[config.mk]
export PLATFORM = sky130hd
export DESIGN_NAME = mbssoc_int_req
export DESIGN_NICKNAME = d
export VERILOG_FILES = /design/src/rtl/mbssoc_int_req.sv
export SDC_FILE = /design/constraint.sdc
export NUM_CORES = 1
export LEC_CHECK = 0
export ABC_AREA = 1
export CAP_MARGIN = 10
export CELL_PAD_IN_SITES_DETAIL_PLACEMENT = 1
export CELL_PAD_IN_SITES_GLOBAL_PLACEMENT = 1
export CORE_MARGIN = 2
export CORE_UTILIZATION = 44
export DETAILED_ROUTE_END_ITERATION = 7
export GPL_TIMING_DRIVEN = 0
export PLACE_DENSITY_LB_ADDON = 0.1
export RECOVER_POWER = 100
export SLEW_MARGIN = 20
export SYNTH_ARGS = -nofsm -noshare
export SYNTH_HDL_FRONTEND = slang
export SYNTH_SLANG_ARGS = --single-unit
[constraint.sdc]
create_clock -name clk -period 2.35 [get_ports clk]
set_input_delay 0.705 -clock clk [delete_from_list [all_inputs] [get_ports clk]]
set_output_delay 0.705 -clock clk [all_outputs]
set_load 0.05 [all_outputs]
[src/rtl/mbssoc_int_req.sv]
// mbssoc_int_req: per-source interrupt requester with event queueing,
// ack handshake, re-arm on timeout and sticky overflow flags.

package mbssoc_int_req_pkg;
  localparam int unsigned INT_SEL_WIDTH = 8;

  typedef enum logic [1:0] {
    S_IDLE  = 2'd0,
    S_REQ   = 2'd1,
    S_ACKED = 2'd2,
    S_GAP   = 2'd3
  } src_state_e;
endpackage

module mbssoc_int_req
  import mbssoc_int_req_pkg::*;
#(
  parameter int unsigned INT_W   = INT_SEL_WIDTH,
  parameter int unsigned CNT_W   = 3,
  parameter int unsigned TIMEOUT = 255
) (
  input  logic             clk,
  input  logic             rst_n,
  input  logic [INT_W-1:0] evt_i,
  input  logic [INT_W-1:0] mask_i,
  input  logic [INT_W-1:0] int_ack_i,
  input  logic [INT_W-1:0] ovf_clr_i,
  output logic [INT_W-1:0] int_vec_o,
  output logic             pending_any_o,
  output logic [INT_W-1:0] overflow_o
);

  localparam int unsigned TMO_W = (TIMEOUT > 2) ? $clog2(TIMEOUT) : 1;
  localparam logic [CNT_W-1:0] CNT_MAX  = '1;
  localparam logic [TMO_W-1:0] TMO_LAST = TMO_W'(TIMEOUT - 1);

  src_state_e       state_q  [INT_W];
  src_state_e       state_d  [INT_W];
  logic [CNT_W-1:0] cnt_q    [INT_W];
  logic [CNT_W-1:0] cnt_d    [INT_W];
  logic [TMO_W-1:0] tmo_q    [INT_W];
  logic [TMO_W-1:0] tmo_d    [INT_W];
  // GAP was entered through a timeout, so leaving it must not consume a count
  logic [INT_W-1:0] gap_to_q;
  logic [INT_W-1:0] gap_to_d;

  logic [INT_W-1:0] int_vec_q;
  logic [INT_W-1:0] int_vec_d;
  logic             pend_q;
  logic             pend_d;
  logic [INT_W-1:0] overflow_q;
  logic [INT_W-1:0] overflow_d;

  logic [INT_W-1:0] evt_en_c;
  logic [INT_W-1:0] cnt_inc;
  logic [INT_W-1:0] cnt_dec;
  logic [INT_W-1:0] cnt_clr;
  logic [INT_W-1:0] ovf_set;

  // Qualified events: masked sources never see their pulses
  assign evt_en_c = evt_i & mask_i;

  // Per-source next-state, counter and output computation
  always_comb begin
    gap_to_d   = gap_to_q;
    cnt_inc    = '0;
    cnt_dec    = '0;
    cnt_clr    = '0;
    ovf_set    = '0;
    int_vec_d  = '0;
    pend_d     = 1'b0;
    overflow_d = overflow_q;
    for (int unsigned i = 0; i < INT_W; i++) begin
      state_d[i] = state_q[i];
      cnt_d[i]   = cnt_q[i];
      tmo_d[i]   = tmo_q[i];

      // Any qualified event outside IDLE is queued, including one that
      // coincides with an ack transition
      cnt_inc[i] = evt_en_c[i] && (state_q[i] != S_IDLE);

      case (state_q[i])
        S_IDLE: begin
          if (evt_en_c[i]) begin
            state_d[i] = S_REQ;
            tmo_d[i]   = '0;
          end else if (mask_i[i] && (cnt_q[i] != '0)) begin
            state_d[i] = S_REQ;
            tmo_d[i]   = '0;
            cnt_dec[i] = 1'b1;
          end
        end
        S_REQ: begin
          tmo_d[i] = tmo_q[i] + TMO_W'(1);
          if (!mask_i[i]) begin
            state_d[i] = S_IDLE;
            cnt_clr[i] = 1'b1;
          end else if (int_ack_i[i]) begin
            state_d[i] = S_ACKED;
          end else if (tmo_q[i] == TMO_LAST) begin
            state_d[i]  = S_GAP;
            gap_to_d[i] = 1'b1;
          end
        end
        S_ACKED: begin
          if (!int_ack_i[i]) begin
            if (!mask_i[i]) begin
              state_d[i] = S_IDLE;
              cnt_clr[i] = 1'b1;
            end else if (cnt_q[i] != '0) begin
              state_d[i]  = S_GAP;
              gap_to_d[i] = 1'b0;
            end else begin
              state_d[i] = S_IDLE;
            end
          end
        end
        S_GAP: begin
          gap_to_d[i] = 1'b0;
          if (!mask_i[i]) begin
            state_d[i] = S_IDLE;
            cnt_clr[i] = 1'b1;
          end else begin
            state_d[i] = S_REQ;
            tmo_d[i]   = '0;
            cnt_dec[i] = !gap_to_q[i] && (cnt_q[i] != '0);
          end
        end
        default: begin
          state_d[i] = S_IDLE;
        end
      endcase

      // Increment and decrement in the same cycle cancel out
      if (cnt_clr[i]) begin
        cnt_d[i] = '0;
      end else if (cnt_inc[i] && !cnt_dec[i]) begin
        if (cnt_q[i] == CNT_MAX) begin
          ovf_set[i] = 1'b1;
        end else begin
          cnt_d[i] = cnt_q[i] + CNT_W'(1);
        end
      end else if (cnt_dec[i] && !cnt_inc[i]) begin
        cnt_d[i] = cnt_q[i] - CNT_W'(1);
      end

      int_vec_d[i] = (state_d[i] == S_REQ);
      pend_d       = pend_d | (state_d[i] != S_IDLE) | (cnt_d[i] != '0);
    end
    // A new loss in the same cycle as a clear keeps the flag set
    overflow_d = (overflow_q & ~ovf_clr_i) | ovf_set;
  end

  // State, counters and registered outputs
  always_ff @(posedge clk or negedge rst_n) begin
    if (!rst_n) begin
      for (int unsigned i = 0; i < INT_W; i++) begin
        state_q[i] <= S_IDLE;
        cnt_q[i]   <= '0;
        tmo_q[i]   <= '0;
      end
      gap_to_q   <= '0;
      int_vec_q  <= '0;
      pend_q     <= 1'b0;
      overflow_q <= '0;
    end else begin
      for (int unsigned i = 0; i < INT_W; i++) begin
        state_q[i] <= state_d[i];
        cnt_q[i]   <= cnt_d[i];
        tmo_q[i]   <= tmo_d[i];
      end
      gap_to_q   <= gap_to_d;
      int_vec_q  <= int_vec_d;
      pend_q     <= pend_d;
      overflow_q <= overflow_d;
    end
  end

  assign int_vec_o     = int_vec_q;
  assign pending_any_o = pend_q;
  assign overflow_o    = overflow_q;

endmodule

# --- Word-level counts from Yosys, hierarchy flattened ---
# Index checks and enable logic that the tools add are counted.
op_classes:
  eq_ne: 112
  n_addsub: 24
  n_reduce_logical: 144
  bitwise: 19
  mux: 280
op_table:
  columns: ["cell", "n"]
  rows:
  - ["2-to-1 mux 8 bit", 24]
  - ["one-hot mux 8 bit (3 select lines)", 8]
  - ["2-to-1 mux 2 bit", 64]
  - ["2-to-1 mux 1 bit", 120]
  - ["!= test 2 bit (second input constant)", 56]
  - ["2-to-1 mux 3 bit", 32]
  - ["nonzero test 3 bit", 32]
  - ["adder 8 x 1 -> 8 bit (second input constant)", 8]
  - ["== test 8 bit (second input constant)", 8]
  - ["one-hot mux 2 bit (4 select lines)", 8]
  - ["AND reduction 7 bit", 8]
  - ["logical AND 1 bit", 40]
  - ["== test 2 x 1 -> 1 bit (second input constant)", 16]
  - ["== test 2 bit (second input constant)", 16]
  - ["one-hot mux 1 bit (2 select lines)", 16]
  - ["nonzero test 2 bit", 16]
  - ["adder 3 x 1 -> 3 bit (second input constant)", 8]
  - ["== test 3 bit (second input constant)", 8]
  - ["logical NOT 1 bit", 24]
  - ["!= test 3 bit (second input constant)", 8]
  - ["one-hot mux 1 bit (3 select lines)", 8]
  - ["AND reduction 3 bit", 8]
  - ["subtractor 3 x 1 -> 3 bit (second input constant)", 8]
  - ["AND 8 bit", 2]
  - ["other kinds (5)", 33]
totals:
  wordCells: 614
  input_bits: 34
  ff_bits: 129
  output_inout_bits: 17

# --- Logic depth before layout (Yosys ltp) ---
# Gate-level depths: netlist of the first run.
depth:
  depth_word: 25
  ltp_mapped: 17
  depth_no_buf: 17

# --- Worst setup path before layout of the first run ---
# Ideal clock, no wire load.
synth_timing:
  path_type: "input to register"
  from: "input port mask_i[7]"
  to: "register tmo_q[6] (netlist bit)"
  arrival_ns: 1.799
  t_required_ns: 2.218
  slack_ns: 0.419
  path_buffers: 1
  setup_time_ns: 0.132
  cell_stages: 10
  cell_sequence: "buf_4 -> nand2_1 -> nand2_1 -> a21oi_1 -> a21oi_2 -> nand2_2 -> nor3_1 -> nand3_1 -> nor3_1 -> nor3_1"
synth_between:
  elab_chain_len: 3
  word_cells_on_any_way: 7
  cone_classes: "eq/ne (2); mux (2); bitwise (1); reduce/logical (2)"
synth_rtl:
  columns: ["element", "line", "text"]
  rows:
  - ["from (decl)", "25", "input logic [INT_W-1:0] mask_i,"]
  - ["AND 8 bit / logical AND 1 bit (equally long branches)", "61, 87", null]
  - ["!= test 3 bit (no source line) / 2-to-1 mux 8 bit (equally long branches)", null, null]
  - ["AND reduction 3 bit (no source line) / one-hot mux 8 bit (3 select lines) (equally long branches)", null, null]
  - ["to (signal, indexed assignment)", "170", "tmo_q[i] <= tmo_d[i];"]
  - ["to (decl)", "41", "logic [TMO_W-1:0] tmo_q [INT_W];"]
# Several ways; a longest one is shown, not always the timed one.
# A chain may end at the register's enable or synchronous reset.

# --- Worst setup path after layout of the first run ---
layout_timing:
  from: "register overflow_q[1], in the netlist overflow_o[1]"
  to: "output port overflow_o[1]"
layout_lines:
  columns: ["element", "line", "text"]
  rows:
  - ["from (decl)", "51", "logic [INT_W-1:0] overflow_q;"]
  - ["from (signal assigned)", "175", "overflow_q <= overflow_d;"]
  - ["to (decl)", "30", "output logic [INT_W-1:0] overflow_o"]
# No word-level cell between the ends.

==> results of run 1 <==
[worst max path at each step]
stage             startpoint  cells after the start            end
4_1_cts        overflow_o[7]                      1  overflow_o[7]
5_1_grt             evt_i[4]                     14  pending_any_o
6_report       overflow_o[1]                      1  overflow_o[1]
2_1_floorplan      mask_i[7]                     10       tmo_q[6]
3_3_place_gp           rst_n                      1    gap_to_q[2]
3_5_place_dp       mask_i[4]                     12  pending_any_o
[power breakdown]
part | leakage (nW) | total (mW) | internal (mW) | switching [mW]
clock | 0.312 | 2.89 | 1.88 | 1.01
combinational | 3.32 | 6.13 | 2.00 | 4.13
sequential | 1.68 | 3.39 | 2.88 | 0.508
total | 5.31 | 12.4 | 6.76 | 5.65
[cell families (layout without fill, tap and decap cells)]
kind of cell	after synthesis	in the layout	share of synthesized area [%]
adder cells (fa/ha/maj)	79	79	11.2
buffers and inverters	241	319	10.5
flip-flops	129	129	36.5
AND/OR/NAND/NOR	663	663	32.2
XOR/XNOR	5	5	0.495
AO/OA/AOI/OAI	141	141	9.14
[layer usage]
| metal | up-vias | share of wire, % | GRT usage (%) | wire [µm] |
|---|---|---|---|---|
| met5 | - | 0 | 0 | 0 |
| met3 | 21 | 1.8 | 3.82 | 406 |
| met1 | 3771 | 48 | 28.1 | 10700 |
| met2 | 49 | 49 | 38.1 | 10800 |
| li1 | 4094 | - | - | - |
| met4 | 0 | 1.2 | 5.49 | 254 |
[cell type report]
| class | instances | area (µm²) |
|---|---|---|
| well taps | 265 | 332 |
| multi-input cells | 888 | 4710 |
| plain buffers | 5 | 41.3 |
| repair buffers | 46 | 470 |
| inverters | 236 | 886 |
| clock inverters | 10 | 155 |
| fillers | 2570 | 9280 |
| flip-flops and latches | 129 | 3230 |
| clock buffers | 22 | 484 |
[Yosys cell counts (4+ instances only)]
cell type	instances	area, µm²
nor2_1	137	514
inv_1	234	878
a21oi_2	4	35.0
buf_4	4	30.0
a21oi_1	63	315
dfrtp_1	129	3230
o32ai_1	4	35.0
nand3_1	99	495
nor3b_1	18	135
nor3_2	7	70.1
nor3_1	21	105
nand4_1	19	119
o22ai_1	11	68.8
nor2_2	6	37.5
o31ai_1	6	45.0
ha_1	79	988
nand2_1	346	1300
o21ai_0	36	180
nand2_2	5	31.3
[metrics by stage]
stage	hold slack (ns)	setup slack [ns]
after detailed placement	0.463	-0.478
final	0.475	0.0582
after floorplan	0.409	0.419
after global routing	0.497	-0.00148
after CTS	0.187	0.000614
after global placement	0.447	-4.88
[state kept, by name, summed over array words and instances (netlist names)]
register / flops
tmo_q: 64
cnt_q: 24
state_q: 16
gap_to_q: 8
int_vec_o: 8
overflow_o: 8
pending_any_o: 1
[worst register-to-register path, stage by stage, from the launching register on]
cell and delay, ns:
dfrtp_1 0.41, inv_1 0.16, ha_2 0.30, nor2_1 0.15, nand2_1 0.10, inv_1 0.11, nand2_1 0.12, nand2_1 0.10
nand2_1 0.05, nand3_1 0.10, nand2_1 0.10, nor2_1 0.11, nand2_1 0.05, nor2_1 0.08, nand2_1 0.08
[timing repair]
| action | CTS | global route |
|---|---|---|
| endpoints found under the setup margin | 2 | 9 |
| endpoints found under the hold margin | 0 | 0 |
| resized for setup | 5 | 28 |
[cell usage in the layout (no fill, tap or decap), types with 17 or more instances in the layout]
cell / instances
a21oi_1: 63
inv_1: 231
ha_1: 73
nor2_1: 130
clkdlybuf4s50_1: 37
clkbuf_16: 17
nand4_1: 19
nor3b_1: 18
o21ai_0: 36
nand3_1: 99
nor3_1: 23
dfrtp_1: 126
nand2_1: 348
==> out/summary.txt, run 1 <==
Critical path's top delay family - buffers and inverters
Antenna violations before repair - 0
Mapped Area - 8850 µm²
Cell Area, Placed - 9660 µm²
Fin cells - 1,601
Avg WL per Cell - 13.8 µm
Synth Warn # - 0
Drt drc - 0
Final setup violating endpoints - 0
Initial drt markers - 261
Ant. Diodes - 0
Post-route design area - 10,300 µm²
Setup repair bufs after CTS - 0
Final wirelength - 22.1 mm
R2r worst-path depth - 14
Area growth, synth to finish - 16.5%
Yosys reg bits - 129
Leak - 5.31 nW
EDFF count, synth - 0
Crit path required time - 1.64 ns
Overflow after GRT - 0
Crit path capture type - primary output
Clk_skew - 0.0102 ns
Status - complete, no violations
Period Utilization, post-route - 97.5%
Critical path cell sequence - clkdlybuf4s50_1
Vias in the first global route - 8,446
Row cnt - 51
Port bufs - 45
Worst skew pair latency - 0.43 ns
Worst vdd ir - 0.641 mV
Buf/Inv on CP - 1
Post-DRT Antenna Nets - 0
R2R Path End - pending_any_o
Slowest CP cell - clkdlybuf4s50_1
Setup_tns - 0 ns
Reg2Reg Launch Point - state_q[2]
Net Count, Synth - 1,371
I/O pins - 51
Floorplan core area - 19,600 µm²
CTS clk-pin slew, worst paths - 0.06 ns
Dpl cells - 1,569
Die height - 146 µm
Slew @ Worst Pin - 1.45 ns
Clk buf depth - 2
Initial Util - 45.2%
DP HPWL - 16.6 mm
Gp weighted congestion - 0.838
Avg Cell Area, Syn - 7.03 µm²
Hold_buf cts - 0
Die ar. - 21,300 µm²
Setup CP Type - flip-flop to primary output
Fmax - 436 MHz
Sequential area share after synthesis - 36.5%
Gr usage total - 21.9%
Fin. max-slew vios - 0
Pwr dens - 1200 nW/µm²
R2R Setup Slk - 0.21 ns
DIE WIDTH - 146 µm
Cts bufs inserted - 17
Root Driver - clkbuf_16
Layout Utilization - 52.6%
HP Class - flip-flop to flip-flop
Share of post-route cells with drive strength above 1 - 6.14%
Clock sink count - 129
Worst path arrival time - 1.59 ns
Final Power - 12.4 mW
Slew HR - 3.62%
Crit Path Max Fanout - 2
Fin nets - 1,436
Yosys cell types - 36
Gate Count Post-Synth - 1,258
Vias per std cell - 4.96
Pre-antenna DRT Iters - 4
Worst Hold End - tmo_q[63]
Min Tclk post-route - 2.29 ns
Final Hold Vio Count - 0
Routed vias - 7,935
Hold path depth - 1
FFs w/ async S/R, synth - 100%
Slowest Stage Delay on Critical Path - 0.80 ns
Worst hold start - tmo_q[63]
Number of max-cap violations - 0
TritonCTS clock tree - yes
CTS HTree Levels - 4
Largest net degree at the start of global routing - 78
Startpoint types - flip-flop
Top_reg_cell synth - dfrtp_1
First-pass GRT wire length - 38.8 mm
Note: power is estimated with default switching activity, not from simulation.
==> run 2, diff against run 1 <==
--- a/config.mk
+++ b/config.mk
@@ -6,6 +6,7 @@
 export NUM_CORES = 1
 export LEC_CHECK = 0
 export ABC_AREA = 1
+export ABC_CLOCK_PERIOD_IN_PS = 2350
 export CAP_MARGIN = 10
 export CELL_PAD_IN_SITES_DETAIL_PLACEMENT = 1
 export CELL_PAD_IN_SITES_GLOBAL_PLACEMENT = 1
==> results of run 2 <==
Same layout as run 1: the final DEF is identical, and so are final timing and power.
==> run 3, diff against run 2 <==
--- a/config.mk
+++ b/config.mk
@@ -6,14 +6,13 @@
 export NUM_CORES = 1
 export LEC_CHECK = 0
 export ABC_AREA = 1
-export ABC_CLOCK_PERIOD_IN_PS = 2350
 export CAP_MARGIN = 10
 export CELL_PAD_IN_SITES_DETAIL_PLACEMENT = 1
 export CELL_PAD_IN_SITES_GLOBAL_PLACEMENT = 1
 export CORE_MARGIN = 2
 export CORE_UTILIZATION = 44
+export CTS_CLUSTER_SIZE = 20
 export DETAILED_ROUTE_END_ITERATION = 7
-export GPL_TIMING_DRIVEN = 0
 export PLACE_DENSITY_LB_ADDON = 0.1
 export RECOVER_POWER = 100
 export SLEW_MARGIN = 20
==> out/summary.txt, run 3 (synthesized netlist as in run 1, its figures left out) <==
Commonest non-fill, non-tap cell in the layout - nand2_1
Worst setup margin - 0.0482 ns (-0.00995 ns)
Logic pwr share - 54.2% (+4.8 points)
Pwr dens - 1200 nW/µm² (-0.69%)
Critical path's top delay family - buffers and inverters
Slew @ Worst Pin - 1.21 ns (-0.236 ns)
Overflow after GRT - 0 (unchanged)
Vias in the first global route - 9,387 (+11%)
TritonCTS clock tree - yes
First-pass GRT wire length - 43.6 mm (+12%)
Die height - 146 µm (unchanged)
Ant. Diodes - 0 (unchanged)
RSZ-0062 raised after global routing - yes
Pre-CTS setup slack - -0.309 ns (+0.169 ns)
Antenna violations before repair - 0 (unchanged)
Area growth, synth to finish - 25.2%
Clk pwr share - 20.1% (-3.2 points)
Slowest CP cell - clkdlybuf4s50_1
Crit path capture type - primary output
CTS HTree Levels - 4 (unchanged)
Clock sink count - 129 (unchanged)
Sw Ratio - 46.1% (+0.53 points)
Fin nets - 1,548 (+7.8%)
Switch Pwr - 6.10 mW (+7.9%)
Initial Util - 45.2% (unchanged)
Share of post-route cells with drive strength above 1 - 12.3% (+6.2 points)
Worst vdd ir - 0.549 mV (-14%)
DIE WIDTH - 146 µm (unchanged)
Worst path arrival time - 1.60 ns (about the same)
Critical path cell sequence - clkdlybuf4s50_1
Crit path required time - 1.64 ns (about the same)
Avg WL per Cell - 14.5 µm (+5.2%)
Clk_skew - 0.00891 ns (-0.00127 ns)
Vias per std cell - 5.02 (+1.2%)
Root Driver - clkbuf_16
Sequential Power Share - 25.7% (-1.6 points)
Clk buf depth - 2 (unchanged)
Most flops, register - tmo_q
Routed vias - 8,594 (+8.3%)
Setup CP Type - flip-flop to primary output
Gp weighted congestion - 0.874 (+4.3%)
Biggest regs - tmo_q x64, cnt_q x24, state_q x16
Final setup violating endpoints - 0 (unchanged)
I/O pins - 51 (unchanged)
Hold_buf cts - 0 (unchanged)
Slew HR - 19.4% (+16 points)
Min Tclk post-route - 2.30 ns (+0.00995 ns)
Gr usage total - 24.5% (+2.7 points)
Row cnt - 51 (unchanged)
Slowest Stage Delay on Critical Path - 0.80 ns (about the same)
Port bufs - 50 (+11%)
Initial drt markers - 258 (-1.1%)
Period Utilization, post-route - 97.9% (+0.42 points)
Status - complete, no violations
Worst skew pair latency - 0.42 ns (about the same)
Crit Path Max Fanout - 1 (-1)
Largest net degree at the start of global routing - 47 (-40%)
Drt drc - 0 (unchanged)
Final wirelength - 24.9 mm (+13%)
Startpoint types - flip-flop
Final Power - 13.2 mW (+6.7%)
Buf/Inv on CP - 1 (unchanged)
HP Class - flip-flop to flip-flop
Number of max-cap violations - 0 (unchanged)
Floorplan core area - 19,600 µm² (unchanged)
Most frequent cells in the layout - 346 x nand2_1, 231 x inv_1, 133 x nor2_1
Die ar. - 21,300 µm² (unchanged)
Fin. max-slew vios - 0 (unchanged)
Pre-antenna DRT Iters - 4 (unchanged)
Final Hold Vio Count - 0 (unchanged)
Cts bufs inserted - 17 (unchanged)
Internal power - 7.14 mW (+5.6%)
Post-DRT Antenna Nets - 0 (unchanged)
DP HPWL - 19.0 mm (+14%)
CTS clk-pin slew, worst paths - 0.06 ns (about the same)
Leak - 5.78 nW (+8.8%)
Largest register FFs - 64 (unchanged)
Fmax - 434 MHz (-0.43%)
==> run 3: changes by cell type in the layout (fill, tap and decap cells not counted), moves of 4 or more <==
cell and delta:
ha_2 -4, buf_4 +86, clkbuf_1 +6, clkbuf_8 -4
clkinvlp_4 +5, clkdlybuf4s50_1 +8, clkbuf_4 +12, ha_1 +4
==> run 3: path summary, 6_finish.rpt <==
kind / slack [ns] / cells after the start / endpoint / from
worst max register to register: 0.12 / 12 / pending_any_o / state_q[11]
max in group asynchronous: 0.34 / 2 / tmo_q[42] / rst_n
worst max-delay path: 0.05 / 1 / int_vec_o[0] / int_vec_o[0]
min in group asynchronous: 0.51 / 1 / tmo_q[50] / rst_n
worst min-delay path: 0.49 / 1 / tmo_q[63] / tmo_q[63]
worst min register to register: 0.49 / 1 / tmo_q[63] / tmo_q[63]
==> run 3: power groups by stage <==
| stage | Combinational, mW | Sequential [mW] | Clock (mW) |
|---|---|---|---|
| 6_report | 7.18 | 3.40 | 2.66 |
| 5_1_grt | 8.18 | 3.50 | 2.81 |
| 4_1_cts | 7.28 | 3.40 | 2.71 |
| 3_5_place_dp | 7.12 | 3.42 | 0 |
| 3_3_place_gp | 6.82 | 3.38 | 0 |
| 2_1_floorplan | 4.21 | 3.55 | 0 |
==> run 3: through the flow <==
| stage | instances | TNS [ns] | instance area [µm²] | utilization, % | hold slack [ns] |
|---|---|---|---|---|---|
| floorplan | 1258 | 0 | 8850 | - | 0.409 |
| global placement | 1681 | -2.06 | 10500 | 53.7 | 0.449 |
| detailed placement | 1681 | -4.26 | 10500 | 53.7 | 0.474 |
| CTS | 1713 | 0 | 11100 | 56.7 | 0.219 |
| global route | 1713 | -0.166 | 11100 | 56.5 | 0.497 |
| finish | 1713 | 0 | 11100 | 56.5 | 0.485 |
==> run 3: repair_timing <==
| item | 4_1_cts | 5_1_grt |
|---|---|---|
| endpoints found under the hold margin | 0 | 0 |
| setup buffers | 0 | 0 |
| setup endpoints to repair | 1 | 5 |
| resized for setup | 1 | 16 |
==> run 3: layout make-up <==
cell class	instances	area [µm²]
clock buffer	17	425
clock inverter	15	161
fill	2631	8520
inverter	236	886
multi-input combinational	888	4710
sequential	129	3230
tap	265	332
timing repair buffer	163	1330
==> run 3: per-layer routing <==
metal / global-route usage [%] / wire length [µm] / vias to the layer above / share of wire [%]
met2: 44.4 / 12800 / 94 / 51
met1: 29.6 / 11100 / 4134 / 45
met5: 0 / 0 / - / 0
met4: 7.94 / 530 / 0 / 2.1
met3: 4.11 / 508 / 43 / 2.0
li1: - / - / 4323 / -
